[src/rtl/ext_mem_loader.sv]
`default_nettype none
// +--------------------------------------------------------------------------+
// | ext_mem_loader: byte-stream host master for the processor external       |
// | memory port (instruction/data writes, data readback, start pulse).       |
// | Revision: 1.0                                                            |
// +--------------------------------------------------------------------------+
module ext_mem_loader #(
    parameter int ADDR_W    = 9,
    parameter int READ_LAT  = 3,
    parameter int WR_HOLD   = 2,
    parameter int START_LEN = 4
) (
    input  logic        clk,
    input  logic        rst_n,
    input  logic [7:0]  rx_data,
    input  logic        rx_valid,
    output logic        rx_ready,
    output logic [7:0]  tx_data,
    output logic        tx_valid,
    input  logic        tx_ready,
    input  logic [15:0] dram_in,
    output logic [15:0] addr_ext,
    output logic [15:0] data_in_ext,
    output logic [15:0] iram_in_ext,
    output logic        mem_write_data_ext,
    output logic        mem_write_ins,
    output logic [1:0]  read_en_ext,
    output logic        start,
    output logic        busy,
    output logic        err
);

    typedef enum logic [3:0] {
        S_IDLE    = 4'd0,
        S_ADDR_HI = 4'd1,
        S_ADDR_LO = 4'd2,
        S_COUNT   = 4'd3,
        S_DATA_HI = 4'd4,
        S_DATA_LO = 4'd5,
        S_WRITE   = 4'd6,
        S_WR_HOLD = 4'd7,
        S_RD_REQ  = 4'd8,
        S_RD_WAIT = 4'd9,
        S_TX_HI   = 4'd10,
        S_TX_LO   = 4'd11,
        S_START   = 4'd12
    } state_t;

    localparam logic [1:0] c_OP_WR_INS  = 2'b00;
    localparam logic [1:0] c_OP_WR_DATA = 2'b01;
    localparam logic [1:0] c_OP_RD_DATA = 2'b10;
    localparam logic [1:0] c_OP_START   = 2'b11;

    localparam logic [7:0] c_HOLD_LAST  = 8'(WR_HOLD - 1);
    localparam logic [7:0] c_RD_LAST    = 8'(READ_LAT - 1);
    localparam logic [7:0] c_START_LAST = 8'(START_LEN - 1);

    state_t              r_state, w_state_nxt;
    logic [ADDR_W-1:0]   r_addr, w_addr_nxt;
    logic [7:0]          r_addr_hi, w_addr_hi_nxt;
    logic [8:0]          r_count, w_count_nxt;
    logic [1:0]          r_op, w_op_nxt;
    logic [7:0]          r_data_hi, w_data_hi_nxt;
    logic [15:0]         r_word, w_word_nxt;
    logic [7:0]          r_timer, w_timer_nxt;
    logic                r_armed;
    logic                w_fire;
    logic                w_advance;

    // Holding rx_ready low for the first cycle out of reset keeps every output at 0 during reset.
    assign rx_ready = r_armed && (r_state inside {S_IDLE, S_ADDR_HI, S_ADDR_LO,
                                                  S_COUNT, S_DATA_HI, S_DATA_LO});
    assign w_fire      = rx_valid && rx_ready;
    assign busy        = (r_state != S_IDLE);
    assign addr_ext    = 16'(r_addr);
    assign data_in_ext = (r_op == c_OP_WR_DATA) ? r_word : 16'h0000;
    assign iram_in_ext = (r_op == c_OP_WR_INS)  ? r_word : 16'h0000;

    always_ff @(posedge clk or negedge rst_n) begin
        if (!rst_n) begin
            r_state   <= S_IDLE;
            r_addr    <= '0;
            r_addr_hi <= 8'h00;
            r_count   <= 9'd0;
            r_op      <= 2'b00;
            r_data_hi <= 8'h00;
            r_word    <= 16'h0000;
            r_timer   <= 8'h00;
            r_armed   <= 1'b0;
        end else begin
            r_state   <= w_state_nxt;
            r_addr    <= w_addr_nxt;
            r_addr_hi <= w_addr_hi_nxt;
            r_count   <= w_count_nxt;
            r_op      <= w_op_nxt;
            r_data_hi <= w_data_hi_nxt;
            r_word    <= w_word_nxt;
            r_timer   <= w_timer_nxt;
            r_armed   <= 1'b1;
        end
    end

    always_comb begin
        w_state_nxt        = r_state;
        w_addr_nxt         = r_addr;
        w_addr_hi_nxt      = r_addr_hi;
        w_count_nxt        = r_count;
        w_op_nxt           = r_op;
        w_data_hi_nxt      = r_data_hi;
        w_word_nxt         = r_word;
        w_timer_nxt        = r_timer + 8'd1;
        w_advance          = 1'b0;
        tx_data            = 8'h00;
        tx_valid           = 1'b0;
        mem_write_data_ext = 1'b0;
        mem_write_ins      = 1'b0;
        read_en_ext        = 2'b00;
        start              = 1'b0;
        err                = 1'b0;

        case (r_state)
            S_IDLE: begin
                w_timer_nxt = 8'h00;
                if (w_fire) begin
                    if (rx_data[5:0] != 6'd0) begin
                        err = 1'b1;
                    end else begin
                        w_op_nxt    = rx_data[7:6];
                        w_state_nxt = (rx_data[7:6] == c_OP_START) ? S_START : S_ADDR_HI;
                    end
                end
            end
            S_ADDR_HI: if (w_fire) begin
                w_addr_hi_nxt = rx_data;
                w_state_nxt   = S_ADDR_LO;
            end
            S_ADDR_LO: if (w_fire) begin
                w_addr_nxt  = ADDR_W'({r_addr_hi, rx_data});
                w_state_nxt = S_COUNT;
            end
            S_COUNT: if (w_fire) begin
                w_count_nxt = (rx_data == 8'h00) ? 9'd256 : {1'b0, rx_data};
                w_state_nxt = (r_op == c_OP_RD_DATA) ? S_RD_REQ : S_DATA_HI;
            end
            S_DATA_HI: if (w_fire) begin
                w_data_hi_nxt = rx_data;
                w_state_nxt   = S_DATA_LO;
            end
            S_DATA_LO: if (w_fire) begin
                w_word_nxt  = {r_data_hi, rx_data};
                w_timer_nxt = 8'h00;
                w_state_nxt = S_WRITE;
            end
            S_WRITE: begin
                mem_write_ins      = (r_op == c_OP_WR_INS);
                mem_write_data_ext = (r_op == c_OP_WR_DATA);
                if (r_timer == c_HOLD_LAST) begin
                    w_advance = 1'b1;
                end else begin
                    w_state_nxt = S_WR_HOLD;
                end
            end
            S_WR_HOLD: if (r_timer == c_HOLD_LAST) begin
                w_advance = 1'b1;
            end
            S_RD_REQ: begin
                read_en_ext = 2'b10;
                w_timer_nxt = 8'h00;
                w_state_nxt = S_RD_WAIT;
            end
            S_RD_WAIT: if (r_timer == c_RD_LAST) begin
                w_word_nxt  = dram_in;
                w_state_nxt = S_TX_HI;
            end
            S_TX_HI: begin
                tx_valid = 1'b1;
                tx_data  = r_word[15:8];
                if (tx_ready) begin
                    w_state_nxt = S_TX_LO;
                end
            end
            S_TX_LO: begin
                tx_valid = 1'b1;
                tx_data  = r_word[7:0];
                if (tx_ready) begin
                    w_advance = 1'b1;
                end
            end
            S_START: begin
                start = 1'b1;
                if (r_timer == c_START_LAST) begin
                    w_state_nxt = S_IDLE;
                end
            end
            default: w_state_nxt = S_IDLE;
        endcase

        // Shared end-of-word step for both write and read bursts.
        if (w_advance) begin
            w_addr_nxt  = r_addr + ADDR_W'(1);
            w_count_nxt = r_count - 9'd1;
            if (r_count == 9'd1) begin
                w_state_nxt = S_IDLE;
            end else begin
                w_state_nxt = (r_op == c_OP_RD_DATA) ? S_RD_REQ : S_DATA_HI;
            end
        end
    end

endmodule
`default_nettype wire

[config.mk]
export PLATFORM = sky130hd
export DESIGN_NAME = ext_mem_loader
export DESIGN_NICKNAME = d
export VERILOG_FILES = /design/src/rtl/ext_mem_loader.sv
export SDC_FILE = /design/constraint.sdc
export NUM_CORES = 1
export LEC_CHECK = 0
export ABC_AREA = 1
export CELL_PAD_IN_SITES_DETAIL_PLACEMENT = 2
export CELL_PAD_IN_SITES_GLOBAL_PLACEMENT = 2
export CORE_UTILIZATION = 24
export DETAILED_ROUTE_END_ITERATION = 12
export PLACE_DENSITY = 0.76
export SYNTH_ARGS = -nofsm -noshare
export SYNTH_HDL_FRONTEND = slang
export SYNTH_SLANG_ARGS = --single-unit
[constraint.sdc]
create_clock -name clk -period 1.6 [get_ports clk]
set_input_delay 0.48 -clock clk [delete_from_list [all_inputs] [get_ports clk]]
set_output_delay 0.48 -clock clk [all_outputs]
set_load 0.005 [all_outputs]
==> run summary <==
final setup fails - 105
sw frac - 48.6%
GR Overflow Total - 0
die width - 126 um
Core Region - 15,100 sq um
Nets - 786
full die area - 15,900 sq um
Root Buffer - clkbuf_16
worst flop-to-flop path endpoint - r_addr[5]$_DFFE_PN0P_
DRC viols - 0
worst clock skew - 0.0258 ns
CTS Buffer Depth - 2
# port buffers - 84
post-layout minimum cycle time - 2.11 ns
VDD IR max - 0.000747 V
maximum number of pins on one net before global-route repair - 25
Hold Buf Count CTS - 0
first-pass GRT wire length - 35,000 um
Top FF cell, synth - dfrtp_1
power density over cell area - 1890 nW/um^2
RSZ-0062 raised after global routing - yes
Synth area leaders - dfrtp_1, nand2_1, nor2_1
outcome - complete, but fails checks
internal power - 7.20 mW
Mapped Cells - 518
Warnings, synthesis - 0
Final Non-Filler Cells - 944
Hold Path Class - in -> async
initial core utilization - 24.4%
setup ws final - -0.514 ns
Max-Cap Viols - 0
crit path DAT - 2.36 ns
H-tree levels - 3
Crit Path Category - reg -> reg
post-DP HPWL - 11,900 um
Fill cells - 1,586
Reg2Reg Setup Slack - -0.51 ns
antenna viol nets, final - 0
ratio of cells with drive above 1 in the final layout - 56.3%
Worst-Skew Late Latency - 0.38 ns
syn_area_per_cell - 7.14 sq um
Leak Pwr - 3.57 nW
Max Fclk - 473 MHz
Final Routed Wirelength - 27,800 um
post-synth design cell area - 3700 sq um
Core Rows - 45
worst-path maximum fanout - 6
Syn-to-layout area delta - 100%
failing checks - negative setup slack
max-slew violations - 0
worst slew pin tran - 0.540 ns
combinational share of power - 66.5%
Vias - 5,036
design area - 7420 sq um
reg2reg start - r_state[3]$_DFFE_PN0P_
Tot Pwr - 14.0 mW
crit start category - register
crit share post-route - 132%
path depth of the worst reg2reg path - 11
Fin. Hold Viols - 0
Total Routing Usage GR - 30.0%
DR WL/cell - 29.4 um
multi-input logic area - 2900 sq um
Worst EP required - 1.85 ns
Worst setup EP type - register
Synth async-reset ratio - 100%
Pre-antenna DRT Iters - 4
register clock-pin slew on the reported worst setup and hold paths - 0.08 ns
via-per-instance ratio - 5.33
ant diodes - 0
initial antenna violation count - 0
vias in the first global route - 5,491
Worst setup startpoint - r_state[3]$_DFFE_PN0P_
FF/Latch Area - 1460 sq um
number of synthesized flops with an enable pin - 0
Post-DP Area - 5340 sq um
sequential share of the synthesized area - 39.2%
CTS tree - done
sequential group share of total power - 19.0%
Slew HR - 64.0%
Netlist cell types - 37
DRT iter0 DRCs - 336
clock buffer count from CTS - 9
NetSw - 6.82 mW
Die Y-Extent - 126 um
#FFs+latches synth - 58
I/O pin count - 93
clock sink total - 58
top-area cell type share of the netlist area - 39.2%
Clk pwr share - 14.5%
gpl congestion - 0.829
Cell Count Post-Placement - 859
Yosys top cell by area - dfrtp_1
final cells by class:
cell class / instances / area share, %
inverters: 66 / 3.81
clock inverters: 3 / 0.540
multi-input cells: 382 / 39.2
flip-flops and latches: 58 / 19.7
clock buffers: 12 / 3.32
well taps: 188 / 3.17
repair buffers: 235 / 30.3
logic make-up after synthesis:
group	after synthesis	synth area share, %
and+or+nand+nor	283	33.4
buffers and inverters	87	11.4
AOI/OAI and AO/OA	69	10.7
DFF	58	39.2
xor gates and xnor gates	13	3.08
adders and majority gates	6	2.03
other	2	0.203
state kept, by name, summed over array words and instances, names as in the netlist:
| name | count |
|---|---|
| r_data_hi | 8 |
| r_word | 16 |
| r_addr_hi | 1 |
| r_count | 9 |
| r_state | 4 |
| r_timer | 8 |
| r_addr | 9 |
| r_armed | 1 |
| r_op | 2 |
metal layers:
metal  track usage, %  vias to the layer above  share of wire, %
met5                0                        -                 0
met4             16.3                        0               6.7
met3             4.84                      116               4.5
met2             56.0                      242                51
met1             32.1                     2574                37
li1                 -                     2104                 -
Yosys cell counts (all sizes together), types with 2 or more instances:
cell type    n
nand3       38
inv         66
nand3b       2
o21ai       33
nand2      135
o211ai      12
nor2        94
nor3         6
ha           6
xor2         8
a21oi       15
dfrtp       58
buf         18
clkbuf       3
conb         2
o22ai        8
nand4        3
nor3b        3
xnor2        5
per-stage QoR:
stage               util (%)  setup TNS, ns  setup slack (ns)  hold WS (ns)
global placement        35.3         -32.50            -0.858         0.451
CTS                     45.1         -22.65            -0.373         0.104
floorplan                  -              0           0.00494         0.184
detailed placement      35.3         -37.46            -0.865         0.469
global route            49.0         -41.87            -0.549        0.0972
finish                  49.0         -39.06            -0.514        0.0733
how the worst max path moves through the flow:
stage / endpoint / slack [ns] / cells past startpoint
2_1_floorplan: err / 0.005 / 6
3_3_place_gp: err / -0.86 / 6
3_5_place_dp: err / -0.87 / 6
4_1_cts: err / -0.37 / 7
5_1_grt: r_addr[5]$_DFFE_PN0P_ / -0.55 / 11
6_report: r_addr[5]$_DFFE_PN0P_ / -0.51 / 11
placed cells by master, fill, tap and decap left out, types with 13 or more instances in the layout:
| master | n |
|---|---|
| nand3_2 | 18 |
| buf_12 | 17 |
| nor2_1 | 26 |
| inv_1 | 45 |
| o21ai_2 | 19 |
| nand3_1 | 16 |
| nand2_1 | 85 |
| nand2_4 | 16 |
| clkdlybuf4s50_1 | 20 |
| inv_2 | 13 |
| dlygate4sd2_1 | 14 |
| nand2_2 | 30 |
| nor2_4 | 52 |
| buf_6 | 47 |
| nor2_2 | 16 |
| buf_4 | 83 |
| dfrtp_1 | 53 |
| buf_2 | 43 |
what timing repair did:
action	CTS	global route
setup endpoints to repair	114	105
pin swaps	47	35
buffers inserted	55	16
gates resized for setup	452	135
cloned	7	2
worst max-delay path, stage by stage (launching register included):
cell	delay [ns]
dfrtp_2	0.48
buf_6	0.15
a21oi_4	0.16
buf_6	0.14
nand3_4	0.06
buf_4	0.14
buf_8	0.14
nor3_4	0.18
buf_12	0.16
buf_8	0.13
nand2_1	0.09
o211ai_1	0.15
power by group through the flow:
stage	clock [mW]	combinational, mW	sequential (mW)
floorplan	0	2.57	2.44
global placement	0	4.81	2.49
detailed placement	0	5.09	2.54
CTS	1.97	7.25	2.48
global route	2.08	9.69	2.69
finish	2.03	9.33	2.66
(Power assumes the default switching activity.)
